<file path="src/rtl/vend_pkg.sv">
// Shared types and constants for the change-hopper arbiter: FSM state encoding,
// coin-count width and lane indices.
package vend_pkg;

  typedef enum logic [1:0] {
    IDLE,
    PULSE,
    GAP,
    HOLD
  } state_t;

  localparam int COIN_CNT_W = 3;

  localparam logic LANE_0 = 1'b0;
  localparam logic LANE_1 = 1'b1;

endpackage

</file>
<file path="src/rtl/rr_arb2.sv">
// Two-request round-robin picker: on a tie the lane not served last wins.
// Purely combinational; the caller only consults it while idle.
module rr_arb2
  import vend_pkg::*;
(
  input  logic req_0,
  input  logic req_1,
  input  logic last_served,
  output logic pick_0,
  output logic pick_1
);

  assign pick_0 = req_0 & (~req_1 | (last_served == LANE_1));
  assign pick_1 = req_1 & (~req_0 | (last_served == LANE_0));

endmodule

</file>
<file path="src/rtl/change_hopper_arbiter.sv">
// Shares one change-coin hopper between two vending lanes, issuing spaced coin pulses.
// Optional stock tracking and short-payout detection under `HOPPER_LEVEL_EN.
module change_hopper_arbiter
  import vend_pkg::*;
#(
  parameter int GAP_CYCLES = 2,
  parameter int LEVEL_W    = 8
) (
  input  logic                  clk,
  input  logic                  reset,
  input  logic                  req_0,
  input  logic                  req_1,
  input  logic [COIN_CNT_W-1:0] cnt_0,
  input  logic [COIN_CNT_W-1:0] cnt_1,
  input  logic                  hopper_ready,
  output logic                  grant_0,
  output logic                  grant_1,
  output logic                  coin_out,
  output logic                  done_0,
  output logic                  done_1,
`ifdef HOPPER_LEVEL_EN
  input  logic                  refill_load,
  input  logic [LEVEL_W-1:0]    refill_value,
  output logic                  short_out,
  output logic                  hopper_empty,
`endif
  output logic                  busy
);

  localparam int GAP_W = (GAP_CYCLES > 1) ? $clog2(GAP_CYCLES) : 1;
  localparam logic [GAP_W-1:0] GAP_LOAD = (GAP_CYCLES > 0) ? GAP_W'(GAP_CYCLES - 1) : '0;

  state_t                  state, state_n;
  logic [COIN_CNT_W-1:0]   remaining, rem_n;
  logic [GAP_W-1:0]        gap_cnt, gap_n;
  logic                    lane, lane_n;
  logic                    last_served, last_n;
  logic                    grant0_n, grant1_n, coin_n, done0_n, done1_n, busy_n;
  logic                    pick_0, pick_1;
  logic                    served_req;
  logic                    stock_out;

`ifdef HOPPER_LEVEL_EN
  logic [LEVEL_W-1:0] stock, stock_n;
  logic               short_n;
  assign stock_out = (stock == '0);
`else
  logic [LEVEL_W-1:0] unused_level;
  assign unused_level = '0;
  assign stock_out    = 1'b0;
`endif

  rr_arb2 u_rr_arb2 (
    .req_0       (req_0),
    .req_1       (req_1),
    .last_served (last_served),
    .pick_0      (pick_0),
    .pick_1      (pick_1)
  );

  assign served_req = (lane == LANE_1) ? req_1 : req_0;

  always_comb begin
    state_n  = state;
    rem_n    = remaining;
    gap_n    = gap_cnt;
    lane_n   = lane;
    last_n   = last_served;
    grant0_n = grant_0;
    grant1_n = grant_1;
    coin_n   = 1'b0;
    done0_n  = 1'b0;
    done1_n  = 1'b0;
`ifdef HOPPER_LEVEL_EN
    short_n  = 1'b0;
`endif
    case (state)
      IDLE: begin
        if (pick_0 || pick_1) begin
          lane_n   = pick_1;
          rem_n    = pick_1 ? cnt_1 : cnt_0;
          grant0_n = pick_0;
          grant1_n = pick_1;
          state_n  = PULSE;
        end
      end
      PULSE: begin
        // An empty hopper ends the payout early; leftover coins are dropped.
        if (remaining == '0 || stock_out) begin
          grant0_n = 1'b0;
          grant1_n = 1'b0;
          done0_n  = (lane == LANE_0);
          done1_n  = (lane == LANE_1);
`ifdef HOPPER_LEVEL_EN
          short_n  = (remaining != '0);
`endif
          last_n   = lane;
          state_n  = HOLD;
        end else if (hopper_ready) begin
          coin_n = 1'b1;
          rem_n  = remaining - COIN_CNT_W'(1);
          if (GAP_CYCLES > 0) begin
            gap_n   = GAP_LOAD;
            state_n = GAP;
          end
        end
      end
      GAP: begin
        if (gap_cnt == '0) state_n = PULSE;
        else               gap_n   = gap_cnt - GAP_W'(1);
      end
      HOLD: begin
        if (!served_req) state_n = IDLE;
      end
      default: state_n = IDLE;
    endcase
    busy_n = (state_n != IDLE);
  end

  always_ff @(posedge clk) begin
    if (reset) begin
      state       <= IDLE;
      remaining   <= '0;
      gap_cnt     <= '0;
      lane        <= LANE_0;
      last_served <= LANE_1;
      grant_0     <= 1'b0;
      grant_1     <= 1'b0;
      coin_out    <= 1'b0;
      done_0      <= 1'b0;
      done_1      <= 1'b0;
      busy        <= 1'b0;
    end else begin
      state       <= state_n;
      remaining   <= rem_n;
      gap_cnt     <= gap_n;
      lane        <= lane_n;
      last_served <= last_n;
      grant_0     <= grant0_n;
      grant_1     <= grant1_n;
      coin_out    <= coin_n;
      done_0      <= done0_n;
      done_1      <= done1_n;
      busy        <= busy_n;
    end
  end

`ifdef HOPPER_LEVEL_EN
  // A refill in the same cycle as a coin wins over the decrement.
  always_comb begin
    stock_n = stock;
    if (refill_load)  stock_n = refill_value;
    else if (coin_n)  stock_n = stock - LEVEL_W'(1);
  end

  always_ff @(posedge clk) begin
    if (reset) begin
      stock        <= '0;
      hopper_empty <= 1'b1;
      short_out    <= 1'b0;
    end else begin
      stock        <= stock_n;
      hopper_empty <= (stock_n == '0);
      short_out    <= short_n;
    end
  end
`endif

endmodule

</file>
<file path="config.mk">
export PLATFORM = sky130hd
export DESIGN_NAME = change_hopper_arbiter
export DESIGN_NICKNAME = d
export VERILOG_FILES = /design/src/rtl/vend_pkg.sv /design/src/rtl/rr_arb2.sv /design/src/rtl/change_hopper_arbiter.sv
export SDC_FILE = /design/constraint.sdc
export NUM_CORES = 1
export LEC_CHECK = 0
export BUFFER_PORTS_ARGS = -buffer_cell sky130_fd_sc_hd__buf_2
export CORE_MARGIN = 10
export CORE_UTILIZATION = 25
export CTS_CLUSTER_DIAMETER = 80
export DETAILED_ROUTE_END_ITERATION = 10
export PLACE_DENSITY = 0.46
export SYNTH_ARGS = -nofsm -noshare
export SYNTH_HDL_FRONTEND = slang
export SYNTH_SLANG_ARGS = --single-unit
</file>
<file path="constraint.sdc">
create_clock -name clk -period 1.5 [get_ports clk]
set_input_delay 0.075 -clock clk [delete_from_list [all_inputs] [get_ports clk]]
set_output_delay 0.075 -clock clk [all_outputs]
set_load 0.01 [all_outputs]
</file>
[After elaboration in Yosys (flattened, before gate mapping)]
Cells that the tools add are included.
Word-level totals
  register bits after elaboration: 14
  input bits: 11
Cells by class
  add/sub/neg operators: 2
  eq/ne operators: 7
  muxes and demuxes: 22
  bitwise logic cells: 10
  reductions and logical operators: 13
Operator list (number)
  $mux W3: 4
  $mux W2: 5
  $mux W1: 8
  $ne A2 B2 Y1 const B: 4
  $pmux W2 S4: 1
  $not A1 Y1: 6
  $pmux W1 S2: 3
  $pmux W3 S2: 1
  $reduce_and A3 Y1: 2
  $reduce_bool A2 Y1: 3
  $reduce_or A3 Y1: 2
  $eq A2 B2 Y1 const B: 2
  $reduce_and A2 Y1: 2
  $reduce_and A4 Y1: 1
  $logic_not A3 Y1: 1
  $sub A3 B1 Y3 const B: 1
  $and A1 B1 Y1: 2
  $eq A2 B1 Y1 const B: 1
  $logic_not A2 Y1: 1
  $or A1 B1 Y1: 2
  $logic_or A1 B1 Y1: 1
  $sub A1 B1 Y1 const B: 1

[Depth between registers and ports, before layout]
  word-level depth: 7
  depth in mapped cells: 7
  depth with buffers taken out: 6

[Modules after synthesis]
Synthesis repeated with hierarchy kept, for this count alone.
Second synthesis, totals
  cell total of the unflattened synthesis: 80
  area, all modules: 679.4 µm²
By module, submodules not included
  change_hopper_arbiter: times used 1, cells an instance 77, area each 660.6 µm², seq. area each 280.3 µm²
  rr_arb2: times used 1, cells an instance 3, area each 18.8 µm², seq. area each 0.0 µm²

[Least setup slack after synthesis]
No wires, ideal clock.
  kind: register to register
  start: register remaining[0]
  end: register remaining[0]
  arrival time: 1.261 ns
  data required time: 1.413 ns
  slack: 0.152 ns
  stages on the path, launching flop included: 8
  path buffers: 1
  cells stage by stage: dfxtp_1 inv_1 ha_1 nand2b_4 buf_6 a21bo_1 and2_4 o31ai_1
Between the ends
  longest elaborated chain between the ends: 4
  elaborated cells on any way between the ends: 7
Ends and longest elaborated chain
  start: declaration: line change_hopper_arbiter.sv:34  | logic [COIN_CNT_W-1:0] remaining, rem_n;
  start signal: assignment: line change_hopper_arbiter.sv:135  | remaining <= rem_n;
  $sub A3 B1 Y3: line change_hopper_arbiter.sv:101  | rem_n = remaining - COIN_CNT_W'(1);
  $mux W3: line change_hopper_arbiter.sv:99  | end else if (hopper_ready) begin
  $mux W3: line change_hopper_arbiter.sv:89  | if (remaining == '0 || stock_out) begin
  $pmux W3 S2: line change_hopper_arbiter.sv:77  | case (state)
Parallel ways exist; a longest one is shown, timed or not. The select of a mux whose other input is x is not followed.
A chain may end at the register's enable or synchronous reset.

[Worst setup path in the final report]
  start: register remaining[0]
  end: register remaining[1]
Same word-level chain as after synthesis.

==> flow_summary.toml <==
[logic_synthesis]
synth-warning-count = 0
synthDominantCellAreaShare = 0.381
post_synth.cell_area_avg_um2 = 8.86
post_synth_inst_count = 83
synth_enable_flop_cells = 0
part_of_the_yosys_area_used_for_sequential_elements = 0.381
netlist.top_cell.by_area = "sky130_fd_sc_hd__dfxtp_1"
syn-num-nets = 96
synth_area_leaders = "sky130_fd_sc_hd__dfxtp_1, sky130_fd_sc_hd__a21oi_1, sky130_fd_sc_hd__inv_1"
post-synth-top-count-cell = "sky130_fd_sc_hd__dfxtp_1"
async_set_or_reset_flop_fraction_in_the_synthesized_netlist = 0
number_of_different_library_cells_in_the_post_synthesis_netlist = 33
ys.flop_type = "sky130_fd_sc_hd__dfxtp_1"
number_of_register_bits_inferred_by_synthesis = 14
ranking_of_synthesized_cells_by_instance_count = "sky130_fd_sc_hd__dfxtp_1, sky130_fd_sc_hd__a21oi_1, sky130_fd_sc_hd__inv_1"
netlist_area_um2 = 736

[clock_tree]
clock_tree.root_cell = "sky130_fd_sc_hd__clkbuf_4"
cts_num_sinks = 14
cts_setup_buffers = 0
cts.clk_slew.worst_paths_ns = 0.08
cts_max_level = 1
clkLatencyLatePin_ns = 0.27
clockBufferDepth = 2
clock_tree_from_tritoncts = "done"
numCtsBuffers = 3

[cells_and_area]
areaGrowthSynthToFinish_pct = 20.6
finalCoreUtilization = 0.319
antenna_cells_inserted = 0
finalNetCount = 116
layout-drive-gt1-share = 0.317

[drt]
viasPerCell = 4.94
postRouteWirelength_mm = 1.75
post_drt_wl_per_cell_um = 13.3
drt.antenna.violating_nets = 0
drt_first_pass_iters = 5
drc_errors = 0
drt_first_iter_violations = 11
vias = 652

[sta]
slew_viol_final = 0
hold_viol = 0
grt_setup_unrepaired = "no"
fin_skew_ns = 0.00314
max_freq_mhz = 722
final.setup.tns_ns = 0
layout_worst_path_cycle_share = 0.923
setup_viol = 0
timing.slew.headroom = 0.671
period_needed_ns = 1.38
timing_worst_slew_pin_value_ns = 0.488

[power]
vdd_drop_max_uv = 612
cellLeakagePower_uw = 0.000366
power_density_mw_per_mm2 = 1150

[global_routing]
via_count_of_the_first_global_routing_pass = 636
grt_first_pass_wirelength_mm = 2.81
pin_count_of_the_biggest_net_entering_global_routing = 16
globalRoute.totalOverflow = 0
grt_antenna_before_repair = 0
gr-usage-all-layers = 0.0658

[die]
floorplan.core_area_mm2 = 0.00278
width_of_the_chip_um = 74.2
boundaryPins = 17
die-area_mm2 = 0.00551
floorplan.rows = 19
starting_density = 0.265
fp.dieH_um = 74.2

[setup_path]
worst_setup_path_end_kind = "flop"
critical-path-max-stage-delay_ns = 0.32
critical_path.startpoint_type = "flop"
crit_fanout = 9
required_time_of_the_critical_path_ns = 1.69
critical_path.cell_chain = "inv_1 -> ha_2 -> nand2b_4 -> a21bo_1 -> and2_4 -> o31ai_1"
critical_path_buf_inv_count = 1
timing.critical_path.slowest_stage_cell = "sky130_fd_sc_hd__dfxtp_1"
reg_to_reg_setup_timing_slack_ns = 0.12
crit_path_arrival_time_ns = 1.58
critPathKind = "flop to flop"
cpLargestDelayFamily = "compound AO/OA/AOI/OAI gates"
worst_r2r_path_depth = 6
crit_cells = 6

[placement]
detailedPlacementHpwl_mm = 1.36
port_buffers = 16
gp_congestion = 0.776

[run_status]
status = "complete, no violations"

[flow_run]
maxCapViolations = 0

[worst_hold_path]
worstHoldPathType = "primary input to flop"
whs_path_depth = 3
## path summary, 6_finish.rpt
| check | startpoint | endpoint |
|---|---|---|
| max | remaining[0]$_SDFFE_PP0P_ | remaining[1]$_SDFFE_PP0P_ |
| min | hopper_ready | coin_out$_SDFF_PP0_ |
| max reg2reg | remaining[0]$_SDFFE_PP0P_ | remaining[1]$_SDFFE_PP0P_ |
| min reg2reg | grant_1$_SDFFE_PP0P_ | grant_1$_SDFFE_PP0P_ |
## per-layer routing
| layer | global-route usage | wire length (um) | vias up |
|---|---|---|---|
| met5 | 0 | 0 | - |
| met4 | 0.0244 | 14 | 0 |
| met3 | 0.0439 | 161 | 2 |
| met2 | 0.0947 | 746 | 16 |
| met1 | 0.0760 | 832 | 294 |
| li1 | - | - | 340 |
## tightest hold or removal path, stage by stage
cell	delay [ns]
sky130_fd_sc_hd__buf_2	0.14
sky130_fd_sc_hd__nand2_1	0.06
sky130_fd_sc_hd__nor3_1	0.04
## metrics by stage
step / cells / total power (uW) / hold slack [ns] / setup slack, ns / instance area [um^2]
finish: 132 / 1020 / 0.0685 / 0.115 / 887
detailed placement: 129 / 815 / 0.362 / 0.0822 / 852
CTS: 132 / 1030 / 0.0624 / 0.0325 / 875
global placement: 129 / 813 / 0.372 / 0.0828 / 852
global route: 132 / 1100 / 0.0851 / 0.00456 / 887
floorplan: 83 / 735 / 0.175 / 0.152 / 736
## area by class of cell
type	count	area, um^2
clock buffer	3	22.5
fill	309	1890
inverter	7	26.3
multi-input combinational	58	417
sequential	14	280
tap	31	38.8
timing repair buffer	19	103
## state kept, by name (all words and copies together), names as in the netlist
| signal | cells |
|---|---|
| state | 2 |
| lane | 1 |
| done_1 | 1 |
| coin_out | 1 |
| busy | 1 |
| last_served | 1 |
| grant_0 | 1 |
| done_0 | 1 |
| remaining | 3 |
| gap_cnt | 1 |
| grant_1 | 1 |
## cell families after synthesis
family,count (synthesis),synth area share
DFF,14,0.381
and+or+nand+nor,25,0.182
AOI/OAI and AO/OA,28,0.289
muxes,3,0.0442
buffers and inverters,11,0.0697
adders and majority gates,2,0.0340
## what timing repair did
action / CTS / global route
setup endpoints to repair: 0 / 4
hold buffers: 0 / 0
gates resized for setup: 0 / 3
## layout by cell type (no fill, tap or decap), drive strengths merged
cell and instances:
buf 19, dfxtp 14, a21oi 8, inv 7
nand2 6, nor2 6, o21ai 3, nor3 3
o2111ai 3, clkbuf 3, nand2b 3, nand3 2
o41ai 2, mux2 2, o31ai 2, a21boi 2
a211oi 2, ha 2, nor4b 1, mux2i 1
nor3b 1, o32ai 1, a221oi 1, o31a 1
nor2b 1, a2bb2oi 1, o211ai 1, a21bo 1
and2 1, nor4 1
## power breakdown
| part | internal [uW] | switching, uW |
|---|---|---|
| Sequential | 423 | 43.1 |
| Combinational | 165 | 188 |
| Clock | 93.0 | 111 |
Power figures use the tool's default switching activity.
